--- src/rtl/bht_pkg.sv ---
// Shared types and constants for the BHT update controller.
package bht_pkg;

  localparam int unsigned BHT_N_DEF          = 2;
  localparam int unsigned BHT_TABLE_SIZE_DEF = 512;

  function automatic int unsigned table_bits(input int unsigned size);
    return $clog2(size);
  endfunction

  function automatic int unsigned cnt_max(input int unsigned n);
    return (1 << n) - 1;
  endfunction

  localparam int unsigned BHT_CNT_MIN = 0;
  localparam int unsigned BHT_CNT_MAX = cnt_max(BHT_N_DEF);

  // Index width follows the default table size; a different BHT_TABLE_SIZE
  // needs BHT_TABLE_SIZE_DEF changed to match.
  localparam int unsigned BHT_IDX_W = table_bits(BHT_TABLE_SIZE_DEF);

  typedef struct packed {
    logic [BHT_IDX_W-1:0] index;
    logic                 taken;
  } bht_upd_t;

  typedef enum logic {
    ST_CLEAR = 1'b0,
    ST_RUN   = 1'b1
  } bht_state_e;

endpackage

--- src/rtl/bht_update_fifo.sv ---
// Power-of-two FIFO of pending branch updates with a synchronous clear.
module bht_update_fifo
  import bht_pkg::*;
#(
  parameter int unsigned DEPTH = 4
) (
  input  logic     clk,
  input  logic     rstn,
  input  logic     clr,
  input  logic     push,
  input  logic     pop,
  input  bht_upd_t din,
  output bht_upd_t dout,
  output logic     empty,
  output logic     full
);

  localparam int unsigned PW = $clog2(DEPTH);

  bht_upd_t       mem_q [DEPTH];
  logic [PW:0]    wptr_q, wptr_d;
  logic [PW:0]    rptr_q, rptr_d;
  logic           do_push, do_pop;

  always_comb begin
    empty   = (wptr_q == rptr_q);
    full    = (wptr_q[PW] != rptr_q[PW]) && (wptr_q[PW-1:0] == rptr_q[PW-1:0]);
    do_push = push & ~full & ~clr;
    do_pop  = pop & ~empty & ~clr;
    dout    = mem_q[rptr_q[PW-1:0]];
    wptr_d  = wptr_q;
    rptr_d  = rptr_q;
    if (clr) begin
      wptr_d = '0;
      rptr_d = '0;
    end else begin
      if (do_push) wptr_d = wptr_q + 1'b1;
      if (do_pop)  rptr_d = rptr_q + 1'b1;
    end
  end

  always_ff @(posedge clk or negedge rstn) begin
    if (!rstn) begin
      wptr_q <= '0;
      rptr_q <= '0;
    end else begin
      wptr_q <= wptr_d;
      rptr_q <= rptr_d;
    end
  end

  // Storage carries no reset; occupancy is tracked by the pointers alone.
  always_ff @(posedge clk) begin
    if (do_push) mem_q[wptr_q[PW-1:0]] <= din;
  end

endmodule

--- src/rtl/bht_update_ctrl.sv ---
// BHT counter write-port owner: clear sweep after reset/flush, then pipelined
// saturating-counter RMW of queued EX updates. Stats ports: BHT_CTRL_STATS_EN.
module bht_update_ctrl
  import bht_pkg::*;
#(
  parameter  int unsigned BHT_N          = BHT_N_DEF,
  parameter  int unsigned BHT_TABLE_SIZE = BHT_TABLE_SIZE_DEF,
  parameter  int unsigned QUEUE_DEPTH    = 4,
  localparam int unsigned TABLE_BITS     = table_bits(BHT_TABLE_SIZE)
) (
  input  logic                  clk,
  input  logic                  rstn,
  input  logic                  flush_req,
  output logic                  busy,
  input  logic                  upd_valid,
  output logic                  upd_ready,
  input  logic [31:0]           upd_pc,
  input  logic                  upd_taken,
  output logic                  tbl_rd_en,
  output logic [TABLE_BITS-1:0] tbl_rd_addr,
  input  logic [BHT_N-1:0]      tbl_rd_data,
  output logic                  tbl_wr_en,
  output logic [TABLE_BITS-1:0] tbl_wr_addr,
  output logic [BHT_N-1:0]      tbl_wr_data
`ifdef BHT_CTRL_STATS_EN
  ,
  output logic [31:0]           stat_updates,
  output logic [31:0]           stat_saturated
`endif
);

  localparam logic [BHT_N-1:0]      CNT_MAX  = BHT_N'(cnt_max(BHT_N));
  localparam logic [BHT_N-1:0]      CNT_MIN  = BHT_N'(BHT_CNT_MIN);
  localparam logic [TABLE_BITS-1:0] IDX_LAST = TABLE_BITS'(BHT_TABLE_SIZE - 1);

  bht_state_e            state_q, state_d;
  logic [TABLE_BITS-1:0] idx_q, idx_d;

  logic                  w_vld_q, w_vld_d;
  bht_upd_t              w_upd_q, w_upd_d;

  logic                  fwd_vld_q, fwd_vld_d;
  logic [TABLE_BITS-1:0] fwd_idx_q, fwd_idx_d;
  logic [BHT_N-1:0]      fwd_data_q, fwd_data_d;

  logic                  q_push, q_pop, q_empty, q_full;
  bht_upd_t              q_din, q_head;

  logic [BHT_N-1:0]      base, cnt_new;
  logic                  w_wr;

  logic                  unused_pc_bits;
  assign unused_pc_bits = ^{upd_pc[31:TABLE_BITS+2], upd_pc[1:0]};

  always_comb begin
    q_din.index = upd_pc[TABLE_BITS+1:2];
    q_din.taken = upd_taken;
  end

  bht_update_fifo #(
    .DEPTH (QUEUE_DEPTH)
  ) u_fifo (
    .clk   (clk),
    .rstn  (rstn),
    .clr   (flush_req),
    .push  (q_push),
    .pop   (q_pop),
    .din   (q_din),
    .dout  (q_head),
    .empty (q_empty),
    .full  (q_full)
  );

  // Sweep FSM; a flush restarts from index 0 regardless of state.
  always_comb begin
    state_d = state_q;
    idx_d   = idx_q;
    if (flush_req) begin
      state_d = ST_CLEAR;
      idx_d   = '0;
    end else if (state_q == ST_CLEAR) begin
      idx_d = idx_q + 1'b1;
      if (idx_q == IDX_LAST) state_d = ST_RUN;
    end
  end

  always_ff @(posedge clk or negedge rstn) begin
    if (!rstn) begin
      state_q <= ST_CLEAR;
      idx_q   <= '0;
    end else begin
      state_q <= state_d;
      idx_q   <= idx_d;
    end
  end

  always_comb begin
    busy      = (state_q == ST_CLEAR);
    upd_ready = ~q_full & ~flush_req;
    q_push    = upd_valid & upd_ready;

    // R stage
    q_pop       = (state_q == ST_RUN) & ~q_empty & ~flush_req;
    tbl_rd_en   = q_pop;
    tbl_rd_addr = q_head.index;
    w_vld_d     = q_pop;
    w_upd_d     = q_pop ? q_head : w_upd_q;

    // W stage: the RAM has not yet seen last cycle's write to the same index
    base = tbl_rd_data;
    if (fwd_vld_q && (fwd_idx_q == w_upd_q.index)) base = fwd_data_q;
    cnt_new = base;
    if (w_upd_q.taken && (base != CNT_MAX))       cnt_new = base + 1'b1;
    else if (!w_upd_q.taken && (base != CNT_MIN)) cnt_new = base - 1'b1;

    w_wr       = w_vld_q & ~flush_req;
    fwd_vld_d  = w_wr;
    fwd_idx_d  = w_upd_q.index;
    fwd_data_d = cnt_new;

    if (state_q == ST_CLEAR) begin
      tbl_wr_en   = 1'b1;
      tbl_wr_addr = idx_q;
      tbl_wr_data = '0;
    end else begin
      tbl_wr_en   = w_wr;
      tbl_wr_addr = w_upd_q.index;
      tbl_wr_data = cnt_new;
    end
  end

  always_ff @(posedge clk or negedge rstn) begin
    if (!rstn) begin
      w_vld_q    <= 1'b0;
      w_upd_q    <= '0;
      fwd_vld_q  <= 1'b0;
      fwd_idx_q  <= '0;
      fwd_data_q <= '0;
    end else begin
      w_vld_q    <= w_vld_d;
      w_upd_q    <= w_upd_d;
      fwd_vld_q  <= fwd_vld_d;
      fwd_idx_q  <= fwd_idx_d;
      fwd_data_q <= fwd_data_d;
    end
  end

`ifdef BHT_CTRL_STATS_EN
  logic [31:0] stat_upd_q, stat_upd_d;
  logic [31:0] stat_sat_q, stat_sat_d;

  always_comb begin
    stat_upd_d = stat_upd_q;
    stat_sat_d = stat_sat_q;
    if (w_wr) begin
      stat_upd_d = stat_upd_q + 32'd1;
      if (cnt_new == base) stat_sat_d = stat_sat_q + 32'd1;
    end
    stat_updates   = stat_upd_q;
    stat_saturated = stat_sat_q;
  end

  always_ff @(posedge clk or negedge rstn) begin
    if (!rstn) begin
      stat_upd_q <= '0;
      stat_sat_q <= '0;
    end else begin
      stat_upd_q <= stat_upd_d;
      stat_sat_q <= stat_sat_d;
    end
  end
`endif

endmodule

--- config.mk ---
export PLATFORM = sky130hd
export DESIGN_NAME = bht_update_ctrl
export DESIGN_NICKNAME = d
export VERILOG_FILES = /design/src/rtl/bht_pkg.sv /design/src/rtl/bht_update_fifo.sv /design/src/rtl/bht_update_ctrl.sv
export SDC_FILE = /design/constraint.sdc
export NUM_CORES = 1
export LEC_CHECK = 0
export CORE_ASPECT_RATIO = 1.1
export CORE_UTILIZATION = 25
export DETAILED_ROUTE_END_ITERATION = 7
export GPL_TIMING_DRIVEN = 0
export PLACE_DENSITY = 0.56
export SLEW_MARGIN = 40
export SYNTH_ARGS = -nofsm -noshare
export SYNTH_HDL_FRONTEND = slang
export SYNTH_SLANG_ARGS = --single-unit
export TNS_END_PERCENT = 20
--- constraint.sdc ---
create_clock -name clk -period 4.3 [get_ports clk]
set_clock_uncertainty 0.2 [all_clocks]
set_input_delay 1.075 -clock clk [delete_from_list [all_inputs] [get_ports clk]]
set_output_delay 1.075 -clock clk [all_outputs]
set_load 0.1 [all_outputs]
Word-level counts from Yosys, hierarchy flattened

Memory sizes are Yosys's and may differ from the RTL's.
Index checks and enable logic that the tools add are counted.

RAM bits: 40
Flip-flop bits (word level): 39
Bits in read-only memories: 0
Bits in latches: 0
Logic and storage cells: 61
Input bits: 39
Output and inout port bits: 24
Memories: 1

Magnitude comparators: 0
Shifts and indexed selects: 0
Equal/unequal tests: 7
$mul: 0
Div/mod/pow operators: 0
Reduce and logical (&&, ||, !) cells: 8
Bitwise gates (word level): 13
$add $sub $neg: 5
Muxes and demuxes: 17

Memory list:

| memory       | depth | width | rd ports | clocked after memory_dff | write ports | RTL line              | source |
|---|---|---|---|---|---|---|---|
| u_fifo.mem_q | 4     | 10    | 1        | 0                        | 1           | bht_update_fifo.sv:20 | `bht_upd_t mem_q [DEPTH];` |

Operators with widths:

| cell                | count |
|---|---|
| $mux 9              | 3 |
| $mux 3              | 4 |
| $add 9x1->9 const B | 1 |
| $and 1x1->1         | 9 |
| $eq 9x9->1          | 1 |
| $eq 9x9->1 const B  | 1 |
| $mux 2              | 4 |
| $add 3x1->3 const B | 2 |
| $mux 1              | 6 |
| $reduce_bool 2->1   | 3 |
| $logic_and 1x1->1   | 4 |
| $ne 2x2->1 const B  | 2 |
| $not 1->1           | 4 |
| $eq 3x3->1          | 1 |
| $add 2x1->2 const B | 1 |
| $eq 2x2->1          | 1 |
| $sub 2x1->2 const B | 1 |
| $logic_not 1->1     | 1 |
| $ne 1x1->1          | 1 |

Depth between registers and ports, before layout

Gate-level depths: netlist of the first run.

Depth after elaboration: 9
Gate-level depth with buffers: 11
Mapped depth without buffers: 11

Hierarchy

Synthesis of the first run repeated with hierarchy kept, for this count alone.

Cell total of the unflattened synthesis: 251
Area, all modules: 3,608.5 µm²

Modules (own cells, without submodules):

| module          | area each (µm²) | sequential area each (µm²) | cells each | instances |
|---|---|---|---|---|
| bht_update_fifo | 2,052.0         | 1,351.3                    | 121        | 1 |
| bht_update_ctrl | 1,556.5         | 825.8                      | 130        | 1 |

Worst setup path before layout of the first run

Ideal clock, no wire load.

Path kind: register to output
Start point: reg w_upd_q (netlist bit fwd_idx_d[1])
End point: out tbl_wr_data[1]
Data arrival time: 4.656 ns
Buffers on the path: 0
Required time: 3.025 ns
Path slack: -1.631 ns
Stages on the path, launching flop included: 9
Path through: dfrtp_1 xnor2_1 nand4_1 or4_1 and2_1 ha_1 nand2b_1 a221oi_1 nor4_1

Word-level cells in the longest chain between the ends: 8
Elaborated cells on any way between the ends: 12
Those cells by class: add/sub (2); eq/ne (2); mux (4); reduce/logical (4)

RTL lines:

| what                                                                | RTL line               | source |
|---|---|---|
| start, declared                                                     | bht_update_ctrl.sv:40  | `bht_upd_t w_upd_q, w_upd_d;` |
| start signal, assigned                                              | bht_update_ctrl.sv:141 | `w_upd_q <= w_upd_d;` |
| $eq 9x9->1 *                                                        | bht_update_ctrl.sv:111 | `if (fwd_vld_q && (fwd_idx_q == w_upd_q.index)) base = fwd_data_q;` |
| $logic_and 1x1->1 *                                                 | bht_update_ctrl.sv:111 |  |
| $mux 2 *                                                            | bht_update_ctrl.sv:111 |  |
| parallel branches: the longest is 3 deep, another holds $sub 2x1->2 | --                     |  |
| $mux 2 *                                                            | bht_update_ctrl.sv:113 | `if (w_upd_q.taken && (base != CNT_MAX)) cnt_new = base + 1'b1;` |
| $mux 2 *                                                            | bht_update_ctrl.sv:121 | `if (state_q == ST_CLEAR) begin` |
| end, declared                                                       | bht_update_ctrl.sv:24  | `output logic [BHT_N-1:0] tbl_wr_data` |

Every way passes the cells marked *.

Final worst setup path of the first run

Start point: in tbl_rd_data[1]
End point: out tbl_wr_data[0]

Word-level cells in the longest chain between the ends: 6
Elaborated cells on any way between the ends: 8
Those cells by class: eq/ne (1); mux (4); reduce/logical (3)

RTL lines:

| what              | RTL line               | source |
|---|---|---|
| start, declared   | bht_update_ctrl.sv:21  | `input logic [BHT_N-1:0] tbl_rd_data,` |
| $mux 2 *          | bht_update_ctrl.sv:111 |  |
| $reduce_bool 2->1 | bht_update_ctrl.sv:114 | `else if (!w_upd_q.taken && (base != CNT_MIN)) cnt_new = base - 1'b1;` |
| $logic_and 1x1->1 | bht_update_ctrl.sv:114 |  |
| $mux 2            | bht_update_ctrl.sv:114 |  |
| $mux 2 *          | bht_update_ctrl.sv:113 |  |
| $mux 2 *          | bht_update_ctrl.sv:121 |  |

Mark *: on every way between the ends. The rest lies on a longest branch, timed or not.

==> results of run 1 <==
power groups by stage:
stage	clock, W	combinational (W)	sequential (W)
6_report	0.000690	0.000201	0.000861
5_1_grt	0.000749	0.000216	0.000865
4_1_cts	0.000715	0.000183	0.000859
3_5_place_dp	0	0.000182	0.000873
3_3_place_gp	0	0.000186	0.000871
2_1_floorplan	0	0.000132	0.000865
flip-flops by register name, summed over array words and instances, names as in the netlist:
name / count
u_fifo.mem_q: 40
fwd_idx_d: 9
fwd_idx_q: 9
idx_q: 9
u_fifo.rptr_q: 3
u_fifo.wptr_q: 3
fwd_data_q: 2
fwd_vld_q: 1
state_q: 1
w_upd_q: 1
w_vld_q: 1
per-layer routing:
metal	vias to the layer above	global-route usage	wire, um
met5	-	0	0
li1	933	-	-
met4	0	0.0367	88
met3	9	0.0339	252
met1	1011	0.121	3060
met2	31	0.168	3480
cell families (layout without fill, tap and decap cells):
kind of cell | after synthesis | after routing | synth area share
flops | 79 | 79 | 0.629
simple gates | 52 | 52 | 0.0795
mux | 32 | 32 | 0.137
buf+inv | 23 | 86 | 0.0397
xor+xnor | 22 | 22 | 0.0556
compound gates | 10 | 10 | 0.0271
fa+ha+maj | 9 | 9 | 0.0325
worst max-delay path: stages:
cell and delay, ns:
clkdlybuf4s50_1 0.42, o31a_1 0.13, a21o_1 0.18, inv_1 0.07
ha_2 0.19, nand2b_1 0.08, and2_1 0.16, inv_1 0.07
a21oi_1 0.08, nor3b_4 0.25, buf_12 0.21
layout by cell type (no fill, tap or decap), types with 3 or more instances in the layout:
| cell type | synthesis | routed |
|---|---|---|
| clkinvlp_4 | 0 | 3 |
| mux4_2 | 10 | 10 |
| mux2_2 | 18 | 18 |
| xnor2_2 | 0 | 4 |
| clkdlybuf4s50_1 | 0 | 13 |
| ha_1 | 9 | 8 |
| nor2b_1 | 5 | 5 |
| nand2_1 | 5 | 5 |
| buf_4 | 9 | 20 |
| nand3_1 | 5 | 5 |
| edfxtp_1 | 40 | 40 |
| nand2b_1 | 3 | 3 |
| nor2_1 | 14 | 14 |
| xor2_1 | 8 | 8 |
| buf_2 | 2 | 24 |
| and3_1 | 8 | 8 |
| dfrtp_1 | 39 | 35 |
| dfrtp_2 | 0 | 4 |
| inv_1 | 7 | 7 |
| clkbuf_1 | 2 | 3 |
| xnor2_1 | 14 | 10 |
| clkbuf_16 | 0 | 9 |
how the worst max path moves through the flow:
| stage | from | to | slack, ns |
|---|---|---|---|
| after floorplan | fwd_idx_d[1] | tbl_wr_data[0] | -0.06 |
| after global placement | tbl_rd_data[0] | tbl_wr_data[0] | -0.69 |
| after detailed placement | tbl_rd_data[1] | tbl_wr_data[0] | -0.05 |
| after CTS | fwd_idx_d[5] | tbl_wr_data[0] | -0.02 |
| after global routing | fwd_idx_d[4] | tbl_wr_data[0] | -0.02 |
| final | tbl_rd_data[1] | tbl_wr_data[0] | 0.13 |
area by class of cell:
cell class              count  area share
repair buffers             47      0.0780
multi-input cells         125       0.279
inverters                   7     0.00598
clock buffers              10      0.0521
clock inverters             6      0.0103
plain buffers              16      0.0253
well taps                 184      0.0524
flip-flops and latches     79       0.497
repair_timing:
item                                    CTS  global route
gates cloned                              0             0
endpoints found under the setup margin    2             2
endpoints found under the hold margin     0             0
pin swaps                                 0             7
setup buffers                             0             9
gates resized for setup                   3            16
stage by stage:
stage / setup TNS, ns / instances
2_1_floorplan: -0.0641 / 227
3_3_place_gp: -1.37 / 449
3_5_place_dp: -0.0952 / 449
4_1_cts: -0.0227 / 465
5_1_grt: -0.0196 / 474
6_report: 0 / 474
==> results, run 1 <==
- The reported net switching power is 0.000447 W.
- The element type at the critical path start is an input pin.
- The setup path with the least slack is of type input pin to output port.
- The largest voltage drop on the vdd net is 182 uV.
- The total clock sinks is 79.
- In the final design database the tool counted 333 nets.
- The data required time at the worst endpoint is 3.02 ns.
- The sequential cells in the finished layout cover a total of 0.00218 sq mm.
- The pin count of the biggest net entering global routing is 40.
- The setup check on the worst reg-to-reg path leaves a slack of 1.64 ns.
- The maximum buffer depth of the clock tree is 2.
- The most common cell in the synthesized netlist is edfxtp_1.
- The detailed-router iteration count before antenna repair is 6.
- The clock reaches the later pin of the worst-skew pair after 0.33 ns.
- The startpoint of the worst hold path is fwd_idx_d[3].
- The fraction of layout instances using a drive strength above 1 is 0.372.
- The switching share of power is 0.255.
- The final count of pins violating max slew is 0.
- The placement row count is 44.
- The chip height is 125 um.
- Of the total power, the clock network draws 0.394.
- The worst min-delay path endpoint is fwd_idx_q[3].
- The number of warnings issued by yosys is 0.
- Global routing finished with a remaining overflow of 0.
- The HPWL after detailed placement is 4.72 mm.
- Dividing the detail-routed wire length by the instance count gives 14.5 um.
- Summing every instance area after synthesis gives 0.00346 sq mm.
- The count of flip-flops with a built-in enable after synthesis is 40.
- TritonCTS built the clock tree.
- The post-route cell area is 0.00439 sq mm.
- The initial core utilization is 0.259.
- Port buffering added 38 buffers.
- The final route contains 1984 vias.
- The CTS buffer count is 9.
- The number of hold buffers added after CTS was 0.
- The total global-route track usage is 0.101.
- The worst pin sits at a relative slew slack of 0.570.
- The core region area is 0.0134 sq mm.
- In this run, synthesis produced a sequential element count of 79.
- The start of the worst register-to-register path is fwd_idx_d[0].
- In this run the power density over the cells is 399 mW/mm^2.
- The number of failing hold endpoints at the final stage is 0.
- For the worst setup path, the data arrival time is 2.90 ns.
- The internal portion of the total power is 0.00130 W.
- The tool flagged a number of max-cap violations equal to 0.
- Summing all multi-input logic gate instances after layout gives 0.00123 sq mm.
- In this run the count of I/O pins placed on the die edge is 63.
- The cell count of the worst hold path is 0.
- The cell sitting at the root of the clock tree is a clkbuf_16.
- The fraction of power consumed by combinational cells is 0.115.
- The number of global-route vias before repair is 1979.
- The share of async-settable or async-resettable flops after synthesis is 0.494.
- The part of the total power dissipated in sequential elements is 0.492.
- Summed over all layers, the routed wires come to 6.88 mm.
- For the pin with the worst max-slew slack, the measured transition is 0.645 ns.
- The area of the die is 0.0143 sq mm.
- The tightest hold path in the finished design has a slack of 0.242 ns.
- The detailed router finished its first iteration with 86 violations.
- The synthesized instance count is 227.
- The die boundary width is 114 um.
- Setup violations remaining at the end of the flow were counted as 0.
- The H-tree depth is 3.
- Yosys attributes the largest share of cell area to edfxtp_1 (35%), dfrtp_1 (28%), mux4_2 (6.5%), mux2_2 (5.9%), xnor2_1 (3.5%).
- The post-route total power is 0.00175 W.
- Counting instances in the post-synthesis netlist gives the leading cell types as edfxtp_1 (40), dfrtp_1 (39), mux2_2 (18), nor2_1 (14), xnor2_1 (14).
- The synthesized area divided by synthesized cell count is 15.3 sq um.
- The flow ran to the end, and the final reports show no timing, DRC or antenna violations.
- The number of fill cells in the layout is 1331.
- The worst path needs 4.17 ns of the cycle, external delays included.
- The number of distinct library cell variants in the gate-level netlist after synthesis is 37.
- The detail route stage leaves a number of antenna-violating nets equal to 0.
- The clock-pin slew reported for the worst setup and hold paths after clock tree synthesis is 0.06 ns.
- Along the worst path, the maximum fanout reaches 2.
- After detailed routing, the number of remaining DRC violations is 0.
- For this run, the top clock speed supported by timing is 240 MHz.
- Of the available clock period, the critical path in the final layout requires 0.970.
- The class of the tightest hold or removal check is flop to flop.
- Summed over all cells, the static leakage comes to 1.78 nW.
- The length in cells of the worst reg-to-reg path is 10.
- From synthesis to final layout, the design area changed by 26.9%.
- The commonest register cell after synthesis is edfxtp_1.
- Using the TritonRoute via totals, the vias-per-cell ratio works out to 4.19.
- The net count after synthesis is 275.
- The repair_antennas step left the layout with diodes totalling 0.
- Summing all placed instances gives a cell area of 0.00397 sq mm.
- Of the post-synthesis cell area, the dominant cell type holds 0.347.
- The portion of the post-synthesis area used by sequential elements is 0.629.
- Timing analysis after detailed placement gives a worst setup slack of -0.0511 ns.
- The worst register-to-register path ends at fwd_data_q[0].
- Across all setup checks in the final design, the least slack found is 0.129 ns.
- STA classifies the critical path endpoint as an output port.
- The congestion estimate from routability-driven global placement came to 0.735.
- The wire length of the first global-routing pass is 10.6 mm.
- The final core utilization is 0.328.
- The dominant cell type by area after synthesis is edfxtp_1.
- The initial antenna violation count is 0.
No activity file was read; power rests on OpenSTA's default activity.
==> run 2: changes to the inputs <==
PLACE_DENSITY = not set   (was 0.56)
PLACE_DENSITY_LB_ADDON = 0.15   (was not set)
SLEW_MARGIN = 30   (was 40)
==> results, run 2 (synthesis results as in run 1) <==
- The worst setup path startpoint was u_fifo.rptr_q[1] (was tbl_rd_data[1]).
- The H-tree depth is 3 (unchanged).
- The length in cells of the worst reg-to-reg path is 9 (was 10).
- The remaining antenna violation count after routing is 0 (unchanged).
- The later-pin clock latency in the skew report is 0.33 ns (about the same).
- The wire length of the first global-routing pass is 11.0 mm (was 10.6 mm).
- The detailed router's first-iteration violation count came to 74 (was 86).
- The total via count in the routed design was 1953 (was 1984).
- Cell-by-cell trace of the critical path: clkbuf_1 > mux4_2 > buf_4 > clkdlybuf4s50_1 (was clkdlybuf4s50_1 > o31a_1 > a21o_1 > inv_1 > ha_2 > nand2b_1 > and2_1 > inv_1 > a21oi_1 > nor3b_4 > buf_12).
- The sequential cell area is 0.00218 sq mm (about the same).
- The met3 track demand over resource is 0.0310 (was 0.0339).
- The clock-pin slew reported for the worst setup and hold paths after clock tree synthesis is 0.06 ns (about the same).
- The number of nets in the final layout came to 333 (unchanged).
- The maximum operating frequency was 240 MHz (about the same).
- The number of cells on the critical path is 4 (was 11).
- The cell at the slowest stage of the critical path is clkdlybuf4s50_1 (unchanged).
- The final critical-path share of the clock period is 0.968 (was 0.970).
- The register-to-register path setup slack is 1.65 ns (was 1.64 ns).
- The initial antenna violation count came to 0 (unchanged).
- The area used by multi-input combinational logic is 0.00127 sq mm (was 0.00123 sq mm).
- The mean routed wirelength per cell was 14.8 um (was 14.5 um).
- The startpoint-to-endpoint class of the critical path is flop to output port (was input pin to output port).
- The class of the tightest hold or removal check is flop to flop (unchanged).
- The core region area is 0.0134 sq mm (unchanged).
- The data arrival at the endpoint of the critical path is 2.89 ns (was 2.90 ns).
- The number of top-level design ports was 63 (unchanged).
- The die boundary width is 114 um (unchanged).
- The final-report setup violation count came to 0 (unchanged).
- Run status: finished, final reports clean (unchanged).
- The number of buffer and inverter stages on the critical path is 3 (was 4).
- The tightest hold margin is 0.243 ns (was 0.242 ns).
- The element type at the critical path start is a flop (was input pin).
- The worst-margin pin slew is 0.974 ns (was 0.645 ns).
- Setup repair after global routing left no endpoint under its margin.
- The number of failing hold endpoints at the final stage came to 0 (unchanged).
- The placement row count came to 44 (unchanged).
- The remaining global-route overflow is 0 (unchanged).
- The number of fill cells in the layout is 1323 (was 1331).
- The cell family with the largest share of critical-path delay is buffers and inverters (unchanged).
- The met1 track utilization from global routing was 0.133 (was 0.121).
- The library cell used as clock root buffer is clkbuf_16 (unchanged).
- The DRC violations left is 0 (unchanged).
- The number of global-route vias before repair came to 1952 (was 1979).
- The met2 track demand over resource is 0.171 (was 0.168).
- The HPWL after detailed placement was 4.76 mm (was 4.72 mm).
- The CTS buffer count was 9 (unchanged).
- The worst setup path endpoint is tbl_rd_addr[5] (was tbl_wr_data[0]).
- Commonest cells after routing, fill and taps aside: edfxtp_1 (40), dfrtp_1 (34), clkdlybuf4s50_1 (34), mux2_2 (18), buf_4 (18) (was edfxtp_1 (40), dfrtp_1 (35), buf_2 (24), buf_4 (20), mux2_2 (18)).
- The maximum buffer depth of the clock tree is 2 (unchanged).
- The reg-to-reg critical path endpoint was fwd_data_q[1] (was fwd_data_q[0]).
- The final cell count without fillers is 474 (unchanged).
- The power per unit of standard cell area was 421 mW/mm^2 (was 399 mW/mm^2).
- The CTS tree was built (unchanged).
- The pin count of the biggest net entering global routing is 27 (was 40).
- The via-per-instance ratio is 4.12 (was 4.19).
- The total inserted antenna cells is 0 (unchanged).
- The largest voltage drop on the vdd net is 168 uV (was 182 uV).
- The final count of pins violating max slew is 0 (unchanged).
- The initial core utilization was 0.259 (unchanged).
- The total global-route track usage is 0.107 (was 0.101).
- The cell total after placement was 450 (was 449).
- The start of the worst register-to-register path is fwd_idx_d[6] (was fwd_idx_d[0]).
- The delay of the slowest cell on the worst path is 1.11 ns (was 0.42 ns).
- The number of I/O port buffers was 38 (unchanged).
- The most utilized layer in the global route result is met2 (unchanged).
- The total clock sinks is 79 (unchanged).
- The max-slew headroom at the worst pin is 0.348 (was 0.570).
- The number of buffers inserted for hold repair after clock tree synthesis is 0 (unchanged).
- The flip-flop count of the largest register after layout is 40 (unchanged).
- The detailed-router iteration count before antenna repair is 4 (was 6).
- The leakage power is 1.82 nW (was 1.78 nW).
- The chip height is 125 um (unchanged).
- The leading cell type in the layout, fill and taps excluded is edfxtp_1 (unchanged).
- The number of max-cap violations is 0 (unchanged).
- The biggest fanout along the worst timing path was 10 (was 2).
- The synthesis-to-layout area growth is 33.9% (was 26.9%).
- The wire length after detailed routing is 7.00 mm (was 6.88 mm).
- The time the worst path needs with I/O delays and setup came to 4.16 ns (was 4.17 ns).
- The final RePlAce weighted congestion is 0.720 (was 0.735).
- The type of destination of the critical path is an output port (unchanged).
- The data required time at the worst endpoint is 3.02 ns (about the same).
- The area of the die is 0.0143 sq mm (unchanged).
- The fraction of layout instances using a drive strength above 1 is 0.331 (was 0.372).
[run 2: worst min-delay path by stage]
stage	cells past startpoint	endpoint	from	slack [ns]
2_1_floorplan	0	fwd_idx_q[6]	fwd_idx_d[6]	0.20
3_3_place_gp	0	fwd_idx_q[1]	fwd_idx_d[1]	0.25
3_5_place_dp	0	fwd_idx_q[1]	fwd_idx_d[1]	0.26
4_1_cts	0	fwd_idx_q[1]	fwd_idx_d[1]	0.28
5_1_grt	0	fwd_idx_q[3]	fwd_idx_d[3]	0.26
6_report	0	fwd_idx_q[3]	fwd_idx_d[3]	0.24
[run 2: repair_timing]
action,4_1_cts,5_1_grt
endpoints found under the setup margin,3,2
setup buffers,0,8
resized for setup,14,29
pin swaps,0,10
cloned,0,0
[run 2: report_power, final]
part | total [W] | internal (W) | switching (W)
logic | 0.000211 | 0.0000852 | 0.000126
registers | 0.000860 | 0.000834 | 0.0000265
clock network | 0.000882 | 0.000573 | 0.000309
total | 0.00195 | 0.00149 | 0.000461
[run 2: through the flow]
step           utilization  area [sq um]  total power [W]  TNS [ns]  setup slack [ns]
3_5_place_dp         0.307          4110          0.00107     -1.41            -0.708
5_1_grt              0.347          4640          0.00203         0           0.00271
2_1_floorplan            -          3480         0.000997   -0.0641           -0.0641
4_1_cts              0.333          4460          0.00196         0            0.0363
3_3_place_gp         0.306          4090          0.00106     -1.40            -0.711
6_report             0.347          4640          0.00195         0             0.135
[run 2: cell type report]
cell class,count,share of cell area
Clock inverter,7,0.0267
Timing Repair Buffer,47,0.0995
Buffer,16,0.0240
Clock buffer,9,0.0486
Tap cell,184,0.0496
Multi-Input combinational cell,125,0.275
Inverter,7,0.00620
Sequential cell,79,0.471
[run 2: metal layers]
| metal | vias up | wire, um |
|---|---|---|
| met4 | 0 | 100 |
| met2 | 39 | 3460 |
| met1 | 973 | 3170 |
| li1 | 934 | - |
| met3 | 7 | 273 |
| met5 | - | 0 |
[run 2: worst reg2reg max path: cells and delay by family (launching register included)]
| kind | cells | cell delay (ns) |
|---|---|---|
| simple gates | 5 | 1.19 |
| flops | 1 | 0.44 |
| compound gates | 1 | 0.36 |
| xor+xnor | 1 | 0.14 |
| fa+ha+maj | 1 | 0.13 |
| buf+inv | 1 | 0.06 |
